## config.mk

```make
export PLATFORM = sky130hd
export DESIGN_NAME = imem_load_arbiter
export DESIGN_NICKNAME = d
export VERILOG_FILES = /design/src/rtl/imem_pkg.sv /design/src/rtl/imem_starve_ctr.sv /design/src/rtl/imem_load_arbiter.sv
export SDC_FILE = /design/constraint.sdc
export NUM_CORES = 1
export LEC_CHECK = 0
export CAP_MARGIN = 20
export CORE_ASPECT_RATIO = 0.8
export CORE_MARGIN = 8
export CORE_UTILIZATION = 35
export CTS_BUF_LIST = sky130_fd_sc_hd__clkbuf_4
export DETAILED_ROUTE_END_ITERATION = 8
export GPL_ROUTABILITY_DRIVEN = 0
export PLACE_DENSITY = 0.91
export SLEW_MARGIN = 10
export SYNTH_ARGS = -nofsm -noshare
export SYNTH_HDL_FRONTEND = slang
export SYNTH_SLANG_ARGS = --single-unit
```

## constraint.sdc

```tcl
create_clock -name clk -period 5.9 [get_ports clk]
set_input_delay 1.475 -clock clk [delete_from_list [all_inputs] [get_ports clk]]
set_output_delay 1.475 -clock clk [all_outputs]
set_load 0.1 [all_outputs]
```

## src/rtl/imem_pkg.sv

```systemverilog
// Shared definitions for the instruction-memory port arbiter.
// Holds the arbiter state encoding, the default memory geometry and the
// instruction substituted for fetches that cannot return real data.
package imem_pkg;

  typedef enum logic {
    BOOT = 1'b0,
    RUN  = 1'b1
  } imem_state_e;

  localparam int          IMEM_DEPTH    = 64;
  localparam int          IMEM_AW       = 6;
  localparam int          IMEM_STARVE_W = 4;
  localparam logic [31:0] IMEM_NOP_WORD = 32'h0000_0013;

endpackage

```

## src/rtl/imem_starve_ctr.sv

```systemverilog
// Saturating loader-starvation counter.
// Counts cycles the loader was denied while it had a request pending,
// stops at LIMIT, and flags when the limit has been reached.
module imem_starve_ctr #(
  parameter int W     = 4,
  parameter int LIMIT = 4
) (
  input  logic clk,
  input  logic rst,
  input  logic i_inc,
  input  logic i_clr,
  output logic o_at_lim
);

  localparam logic [W-1:0] LIM_V = LIMIT[W-1:0];

  logic [W-1:0] r_cnt;

  // Clear wins over increment; increment stops once the limit is reached.
  always_ff @(posedge clk or posedge rst) begin
    if (rst) begin
      r_cnt <= '0;
    end else if (i_clr) begin
      r_cnt <= '0;
    end else if (i_inc && (r_cnt != LIM_V)) begin
      r_cnt <= r_cnt + 1'b1;
    end
  end

  assign o_at_lim = (r_cnt == LIM_V);

endmodule

```

## src/rtl/imem_load_arbiter.sv

```systemverilog
// Single-port instruction memory arbiter between IF-stage fetch and the
// program loader. After reset the loader owns the port until it marks its
// last boot word; afterwards fetch has priority, with a starvation counter
// that periodically forces a loader slot.
// Optional build macro IMEM_BOUNDS_CHECK_EN: fetches at or beyond the end of
// the array return a NOP and pulse fetch_fault instead of wrapping.
module imem_load_arbiter
  import imem_pkg::*;
#(
  parameter int          DEPTH      = IMEM_DEPTH,
  parameter int          AW         = IMEM_AW,
  parameter int          STARVE_LIM = 4,
  parameter logic [31:0] NOP_WORD   = IMEM_NOP_WORD
) (
  input  logic          clk,
  input  logic          rst,
  input  logic          fetch_req,
  input  logic [31:0]   fetch_pc,
  output logic          fetch_gnt,
  output logic          fetch_valid,
  output logic [31:0]   fetch_instr,
  output logic          fetch_misalign,
  output logic          stall,
  input  logic          ld_valid,
  input  logic [AW-1:0] ld_addr,
  input  logic [31:0]   ld_data,
  input  logic          ld_last,
  output logic          ld_ready,
  output logic          boot_done,
  output logic          mem_we,
  output logic [AW-1:0] mem_addr,
  output logic [31:0]   mem_wdata,
  input  logic [31:0]   mem_rdata
`ifdef IMEM_BOUNDS_CHECK_EN
  ,
  output logic          fetch_fault
`endif
);

  imem_state_e r_state;
  logic        r_boot_done;
  logic        r_fetch_valid;
  logic [31:0] r_fetch_instr;
  logic        r_fetch_misalign;
`ifdef IMEM_BOUNDS_CHECK_EN
  logic        r_fetch_fault;
`endif

  logic w_run;
  logic w_at_lim;
  logic w_force;
  logic w_fetch_gnt;
  logic w_ld_ready;
  logic w_starve_inc;
  logic w_misalign;
  logic w_oob;
  logic w_unused_pc_hi;

  // Upper PC bits only matter when bounds checking is built in.
  assign w_unused_pc_hi = ^fetch_pc[31:AW+2];

`ifdef IMEM_BOUNDS_CHECK_EN
  assign w_oob = |fetch_pc[31:AW+2];
`else
  assign w_oob = 1'b0;
`endif

  assign w_run        = (r_state == RUN);
  assign w_force      = w_run && w_at_lim && ld_valid;
  assign w_fetch_gnt  = w_run && fetch_req && !w_force;
  assign w_ld_ready   = !rst && ld_valid && (!w_run || w_force || !fetch_req);
  assign w_starve_inc = w_fetch_gnt && ld_valid;
  assign w_misalign   = (fetch_pc[1:0] != 2'b00);

  imem_starve_ctr #(
    .W     (IMEM_STARVE_W),
    .LIMIT (STARVE_LIM)
  ) u_starve_ctr (
    .clk      (clk),
    .rst      (rst),
    .i_inc    (w_starve_inc),
    .i_clr    (!w_starve_inc),
    .o_at_lim (w_at_lim)
  );

  // Arbiter state, boot completion flag and the registered fetch response.
  always_ff @(posedge clk or posedge rst) begin
    if (rst) begin
      r_state          <= BOOT;
      r_boot_done      <= 1'b0;
      r_fetch_valid    <= 1'b0;
      r_fetch_instr    <= '0;
      r_fetch_misalign <= 1'b0;
`ifdef IMEM_BOUNDS_CHECK_EN
      r_fetch_fault    <= 1'b0;
`endif
    end else begin
      case (r_state)
        BOOT: begin
          if (ld_valid && ld_last) begin
            r_state     <= RUN;
            r_boot_done <= 1'b1;
          end
        end
        RUN:     r_state <= RUN;
        default: r_state <= BOOT;
      endcase

      if (w_fetch_gnt) begin
        r_fetch_valid    <= 1'b1;
        r_fetch_misalign <= w_misalign;
        r_fetch_instr    <= (w_misalign || w_oob) ? NOP_WORD : mem_rdata;
`ifdef IMEM_BOUNDS_CHECK_EN
        r_fetch_fault    <= w_oob;
`endif
      end else begin
        r_fetch_valid    <= 1'b0;
        r_fetch_misalign <= 1'b0;
`ifdef IMEM_BOUNDS_CHECK_EN
        r_fetch_fault    <= 1'b0;
`endif
      end
    end
  end

  assign fetch_gnt      = w_fetch_gnt;
  assign stall          = fetch_req && !w_fetch_gnt;
  assign ld_ready       = w_ld_ready;
  assign boot_done      = r_boot_done;
  assign fetch_valid    = r_fetch_valid;
  assign fetch_instr    = r_fetch_instr;
  assign fetch_misalign = r_fetch_misalign;
`ifdef IMEM_BOUNDS_CHECK_EN
  assign fetch_fault    = r_fetch_fault;
`endif

  // The loader path is selected whenever fetch is not granted, so the write
  // address is already on the bus in the cycle ld_ready rises.
  assign mem_we    = w_ld_ready;
  assign mem_addr  = w_fetch_gnt ? fetch_pc[AW+1:2] : ld_addr;
  assign mem_wdata = ld_data;

endmodule

```

# After elaboration in Yosys (flattened, before gate mapping)
# Cells that the tools add are included.
# totals
reg_bits,40
output_inout_bits,77
# op_classes
add_sub_neg,1
eq_ne,3
mux,8
n_bitwise,1
reduce_logical,19
# op_table
cell,n
32-bit two-way mux,1
1-bit logical AND,10
4-bit two-way mux,2
6-bit two-way mux,1
1-bit zero test,5
4-bit by 1-bit adder with 4-bit output (second input constant),1
4-bit by 3-bit == test with 1-bit output (second input constant),1
4-bit by 3-bit inequality test with 1-bit output (second input constant),1
1-bit two-way mux,3
1-bit logical OR,2
2-bit inequality test (second input constant),1
1-bit one-hot mux with 2 select lines,1
2-bit AND reduction,1
2-bit nonzero test,1
1-bit NOT,1

# Depth between registers and ports, before layout
# Gate-level depths: netlist of the first run.
# depth
word_depth,9
mapped_depth,8
mapped_depth_nobuf,5

# Hierarchy
# Synthesis of the first run repeated with hierarchy kept, for this count alone.
# hier_totals
cells_unflattened,212
hier_area_um2,2143.3
# modules_own_cells
module,instances,cells_each,area_each_um2,seq_area_each_um2
imem_load_arbiter,1,187,1905.6,900.9
imem_starve_ctr,1,25,237.7,100.1

# Least setup slack after synthesis of the first run
# Ideal clock, no wire load.
# synth_path
path_kind,in2out
startpoint,input ld_valid
endpoint,output mem_we
arrival_time_ns,4.955
required_time_ns,4.425
path_slack_ns,-0.530
path_stages,6
path_buffers,3
path_cell_list,nand4b_1 and3_1 buf_6 buf_6 nor3b_1 buf_4
# synth_via
elab_chain_cells,4
# synth_lines
item,line_no,rtl
start: declaration,imem_load_arbiter.sv:24,"input logic ld_valid,"
1-bit logical AND,imem_load_arbiter.sv:69,assign w_force = w_run && w_at_lim && ld_valid;
1-bit logical OR (2 in series),imem_load_arbiter.sv:71,assign w_ld_ready = !rst && ld_valid && (!w_run || w_force || !fetch_req);
1-bit logical AND (*),imem_load_arbiter.sv:71,
end: declaration,imem_load_arbiter.sv:30,"output logic mem_we,"
# Every way passes the cells marked *; elsewhere a longest branch is shown, timed or not.

# Final worst setup path of the first run
# layout_path
startpoint,input ld_valid
endpoint,output mem_addr[5]
# layout_via
elab_chain_cells,4
# layout_lines
item,line_no,rtl
1-bit logical AND,imem_load_arbiter.sv:69,
1-bit zero test,imem_load_arbiter.sv:70,assign w_fetch_gnt = w_run && fetch_req && !w_force;
1-bit logical AND,imem_load_arbiter.sv:70,
6-bit two-way mux,imem_load_arbiter.sv:140,assign mem_addr = w_fetch_gnt ? fetch_pc[AW+1:2] : ld_addr;
end: declaration,imem_load_arbiter.sv:31,"output logic [AW-1:0] mem_addr,"
# Every way passes these cells.

==> results.json, run 1 <==
{
  "worstPathArrival_ps": 3540,
  "antenna_found_initial": 0,
  "post_cts_buffers": 0,
  "dieHeight_um": 85.1,
  "endpoint_kind": "output port",
  "fin_total_pwr_mw": 0.760,
  "finalCritPeriodShare": 0.850,
  "worstMarginPinSlew_ps": 998,
  "io_buffers": 95,
  "yosysSeqAreaShare": 0.479,
  "clock_path_buffers": 2,
  "grt_pass1_wl_um": 8280,
  "drv_cap": 0,
  "cp_slowest_cell": "and3_2",
  "synthTopCellsByCount": "dfrtp_1 (40), buf_4 (35), inv_1 (32)",
  "cp_cell_sequence": "clkdlybuf4s50_1 > nand4b_1 > and3_2 > mux2_2 > buf_4",
  "setup_tns_ps": 0,
  "via_count": 1515,
  "hold_viol": 0,
  "cts_hold_buffers": 0,
  "clk_latency_ps": 340,
  "totalWireLength_um": 5210,
  "post-place-ws_ps": 866,
  "dieArea_sq_um": 8710,
  "avgSynthCellArea_sq_um": 10.4,
  "viasPerCell": 4.37,
  "power.density_nw_per_um2": 260,
  "numCtsBuffers": 5,
  "cts.repair.resized": 0,
  "fin_skew_ps": 9.49,
  "grt_max_degree": 33,
  "p_int_mw": 0.461,
  "clock_sinks": 40,
  "slew_violations": 0,
  "cp.required_ps": 4430,
  "crit_type": "in -> out",
  "start_util": 0.357,
  "cp_slowest_stage_delay_ps": 750,
  "path_max_fanout": 32,
  "peakVddDrop_mv": 0.0935,
  "final_cell_area_sq_um": 2930,
  "status": "finished clean",
  "firstDrtPassIters": 4,
  "rows": 25,
  "ys_ff_latch": 40,
  "synth_top_cell_by_area": "dfrtp_1",
  "cts_root_buf": "clkbuf_4",
  "swShare": 0.393,
  "core-area_sq_um": 5850,
  "synthArstFlopShare": 1.00,
  "synthTopCellsByArea": "dfrtp_1 (48%), mux2i_1 (14%), buf_4 (13%)",
  "placed_cell_area_sq_um": 2850,
  "seqPwrFrac": 0.394,
  "ios": 184,
  "routedWlPerCell_um": 15.0,
  "maxSlewHeadroom": 0.332,
  "synth_ff_type": "dfrtp_1",
  "drtIter0Drc": 17,
  "worst_slack_ps": 886,
  "cts_tree": "built",
  "start_kind": "primary input",
  "synth_cells": 201,
  "syn-num-nets": 310,
  "grt_overflow": 0,
  "dp_hpwl_um": 4120,
  "rsz0062_at_grt": "no",
  "grt_util_all_layers": 0.122,
  "cp_num_buf_inv": 2,
  "power_leakage_nw": 1.33,
  "clockPowerShare": 0.239,
  "clock.fmax_mhz": 199,
  "nNetsFinal": 374,
  "synth-edff-count": 0,
  "ant_nets": 0,
  "hold_path_class": "reg -> reg",
  "p_comb_frac": 0.367,
  "syn_to_final_growth_pct": 40.1,
  "synth_top_area_share": 0.479,
  "critPathTopFamily": "simple AND/OR/NAND/NOR gates",
  "dieWidth_um": 102,
  "grt_pass1_vias": 1640,
  "diodes": 0,
  "yosysWarnings": 0,
  "setup_viol": 0,
  "ys_types": 21,
  "power_switching_mw": 0.299,
  "min_period_ps": 5010,
  "drcViolationCount": 0,
  "synth_area_sq_um": 2090,
  "layout-drive-gt1-share": 0.124,
  "yosysMostFrequentCell": "dfrtp_1",
  "cts_max_level": 2,
  "clk_pin_slew_worst_paths_ps": 120
}
final timing paths:
check                                      start         endpoint  slack, ps  cells after the start
max                                     ld_valid      mem_addr[5]        890                      5
min reg2reg                              r_state        boot_done        510                      1
max in group asynchronous                    rst  fetch_instr[27]       3560                      3
min                                      r_state        boot_done        510                      1
min in group asynchronous                    rst   fetch_instr[1]       1570                      2
max reg2reg                u_starve_ctr.r_cnt[0]   fetch_instr[0]       3540                      6
cell type report:
type / count / area (sq um)
Inverter: 32 / 120
Timing Repair Buffer: 98 / 956
Multi-Input combinational cell: 88 / 668
Fill cell: 549 / 2920
Clock inverter: 3 / 42.5
Sequential cell: 40 / 1000
Tap cell: 81 / 101
Clock buffer: 5 / 37.5
placed cells by master (no fill, tap or decap), types with 3 or more instances in the layout:
cell type        synthesis  routed
clkbuf_4                 0       5
buf_4                   35      12
and3_1                   5       4
mux2_4                   3       3
dfrtp_1                 40      40
inv_1                   32      32
mux2_2                   6       6
clkdlybuf4s50_1          0      85
mux2i_1                 29      29
nand2_1                 30      30
or3_1                    3       3
cell families after synthesis:
| group | share of synthesized area |
|---|---|
| AND/OR/NAND/NOR | 0.0989 |
| AO/OA/AOI/OAI | 0.00360 |
| adder cells (fa/ha/maj) | 0.0120 |
| XOR/XNOR | 0.00839 |
| flip-flops | 0.479 |
| multiplexers | 0.193 |
| buffers and inverters | 0.205 |
per-layer routing:
layer,part of all wire,GRT usage,up-vias
li1,-,-,716
met1,0.37,0.126,700
met2,0.50,0.209,79
met3,0.11,0.0523,20
met4,0.019,0.0532,0
met5,0,0,-
registers in the layout, summed over array words and instances, names as in the netlist:
signal / cells
boot_done: 1
fetch_instr: 32
fetch_misalign: 1
fetch_valid: 1
r_state: 1
u_starve_ctr.r_cnt: 4
worst reg2reg max path: stages, from the launching register on:
cell and delay, ps:
dfrtp_1 400, inv_1 70, ha_1 190, nand4b_1 80, and3_2 750, buf_4 410
mux2_2 370
through the flow:
step | cells | util | hold WS (ps)
after CTS | 347 | 0.500 | 497
after global routing | 347 | 0.500 | 526
after global placement | 338 | 0.484 | 466
after floorplan | 201 | - | 433
final | 347 | 0.500 | 506
after detailed placement | 339 | 0.487 | 482
power groups by stage:
| stage | sequential, mW | clock, mW | combinational (mW) |
|---|---|---|---|
| global placement | 0.304 | 0 | 0.277 |
| floorplan | 0.421 | 0 | 0.181 |
| finish | 0.299 | 0.181 | 0.279 |
| detailed placement | 0.305 | 0 | 0.282 |
| global route | 0.302 | 0.200 | 0.291 |
| CTS | 0.300 | 0.191 | 0.282 |
Power figures use the tool's default switching activity.
==> run 2: changes to the inputs <==
Settings changed: CORE_UTILIZATION 35 to 32, PLACE_DENSITY 0.91 to 0.84.
Clock period 5.9 ns to 4.85 ns, I/O delays scaled along.
==> results.json, run 2 (synthesis results as in run 1) <==
{
  "status": "finished clean",
  "layout-drive-gt1-share": 0.124,
  "fin_total_pwr_mw": 0.893,
  "grt_overflow": 0,
  "grt_pass1_wl_um": 8390,
  "cp_slowest_stage_delay_ps": 580,
  "p_comb_frac": 0.399,
  "clk_pin_slew_worst_paths_ps": 110,
  "seqPwrFrac": 0.407,
  "clockPowerShare": 0.193,
  "grt_max_degree": 31,
  "worst_slack_ps": 714,
  "viasPerCell": 4.30,
  "cts_max_level": 2,
  "slew_violations": 0,
  "layout_commonest_cell": "clkdlybuf4s50_1",
  "setup_tns_ps": 0,
  "fin_skew_ps": 13.6,
  "hold_path_class": "reg -> reg",
  "drcViolationCount": 0,
  "totalWireLength_um": 5110,
  "grt_util_all_layers": 0.111,
  "route.met2.wl_um": 2370,
  "grt_pass1_vias": 1685,
  "crit_type": "in -> out",
  "syn_to_final_growth_pct": 45.2,
  "antenna_found_initial": 0,
  "via_count": 1508,
  "power.density_nw_per_um2": 295,
  "final_cell_mix": "clkdlybuf4s50_1 (85), dfrtp_1 (40), inv_1 (31)",
  "cts_tree": "built",
  "power_leakage_nw": 1.36,
  "cts.repair.resized": 0,
  "worstPathArrival_ps": 2920,
  "start_util": 0.329,
  "dieHeight_um": 88.3,
  "setup_viol": 0,
  "hold_viol": 0,
  "cts_hold_buffers": 0,
  "wl_met3_um": 534,
  "post_cts_buffers": 0,
  "min_period_ps": 4140,
  "power_switching_mw": 0.359,
  "routedWlPerCell_um": 14.5,
  "dieWidth_um": 106,
  "worstMarginPinSlew_ps": 998,
  "clk_latency_ps": 340,
  "cp_cell_sequence": "clkdlybuf4s50_1 > nand4b_1 > and3_2 > buf_4 > nor2b_1 > buf_12",
  "core-area_sq_um": 6340,
  "firstDrtPassIters": 3,
  "peakVddDrop_mv": 0.130,
  "nNetsFinal": 375,
  "largest_reg_flops": 32,
  "cp.required_ps": 3640,
  "swShare": 0.402,
  "cp_slowest_cell": "clkdlybuf4s50_1",
  "whs_ps": 490,
  "dieArea_sq_um": 9380,
  "endpoint_kind": "output port",
  "rows": 26,
  "cts_root_buf": "clkbuf_4",
  "ios": 184,
  "rsz0062_at_grt": "no",
  "met1_length_um": 2170,
  "path_max_fanout": 16,
  "drtIter0Drc": 14,
  "clock_sinks": 40,
  "post-place-ws_ps": 711,
  "numCtsBuffers": 5,
  "clock.fmax_mhz": 242,
  "dp_hpwl_um": 3920,
  "diodes": 0,
  "finalCritPeriodShare": 0.853,
  "maxSlewHeadroom": 0.332,
  "io_buffers": 95,
  "start_kind": "primary input",
  "routed.top_layer": "met4",
  "drv_cap": 0,
  "p_int_mw": 0.534,
  "clock_path_buffers": 2,
  "ant_nets": 0
}
==> run 2: cell types whose count changed in the layout (fill, tap and decap cells not counted), sizes merged <==
cell and delta:
buf +1, clkinv +1, clkinvlp -1, inv -1
clkbuf +2, bufinv -1
==> run 2: per-layer routing <==
metal | global-route usage | up-vias
met2 | 0.183 | 72
met1 | 0.126 | 712
li1 | - | 717
met4 | 0.0331 | 0
met3 | 0.0531 | 7
met5 | 0 | -
==> run 2: stage by stage <==
stage,utilization,instance area [sq um],std cells
detailed placement,0.469,2980,343
floorplan,-,2090,201
global route,0.478,3030,351
CTS,0.478,3030,351
finish,0.478,3030,351
global placement,0.469,2980,343
==> run 2: worst paths after layout <==
| path | startpoint | end | slack (ps) | cells past startpoint |
|---|---|---|---|---|
| setup reg to reg | u_starve_ctr.r_cnt[0] | fetch_instr[4] | 2870 | 6 |
| min in group asynchronous | rst | fetch_instr[12] | 1230 | 2 |
| max in group asynchronous | rst | u_starve_ctr.r_cnt[2] | 2920 | 3 |
| setup / recovery | ld_valid | stall | 710 | 6 |
| hold reg to reg | r_state | boot_done | 490 | 1 |
| hold / removal | r_state | boot_done | 490 | 1 |
==> run 2: final cells by class <==
type,count,area (sq um)
fillers,596,3310
clock inverters,1,3.75
well taps,84,105
repair buffers,99,1080
inverters,32,120
multi-input cells,88,668
flip-flops and latches,40,1000
clock buffers,7,52.6
==> run 2: power groups by stage <==
stage          clock, mW  sequential, mW  combinational (mW)
6_report           0.173           0.364               0.357
3_5_place_dp           0           0.370               0.360
2_1_floorplan          0           0.512               0.221
3_3_place_gp           0           0.370               0.357
4_1_cts            0.183           0.364               0.361
5_1_grt            0.197           0.367               0.371
==> run 2: worst max-delay path: cells and delay by family <==
kind                   cells  cell delay [ps]
AND/OR/NAND/NOR            3              660
buffers and inverters      3             1040
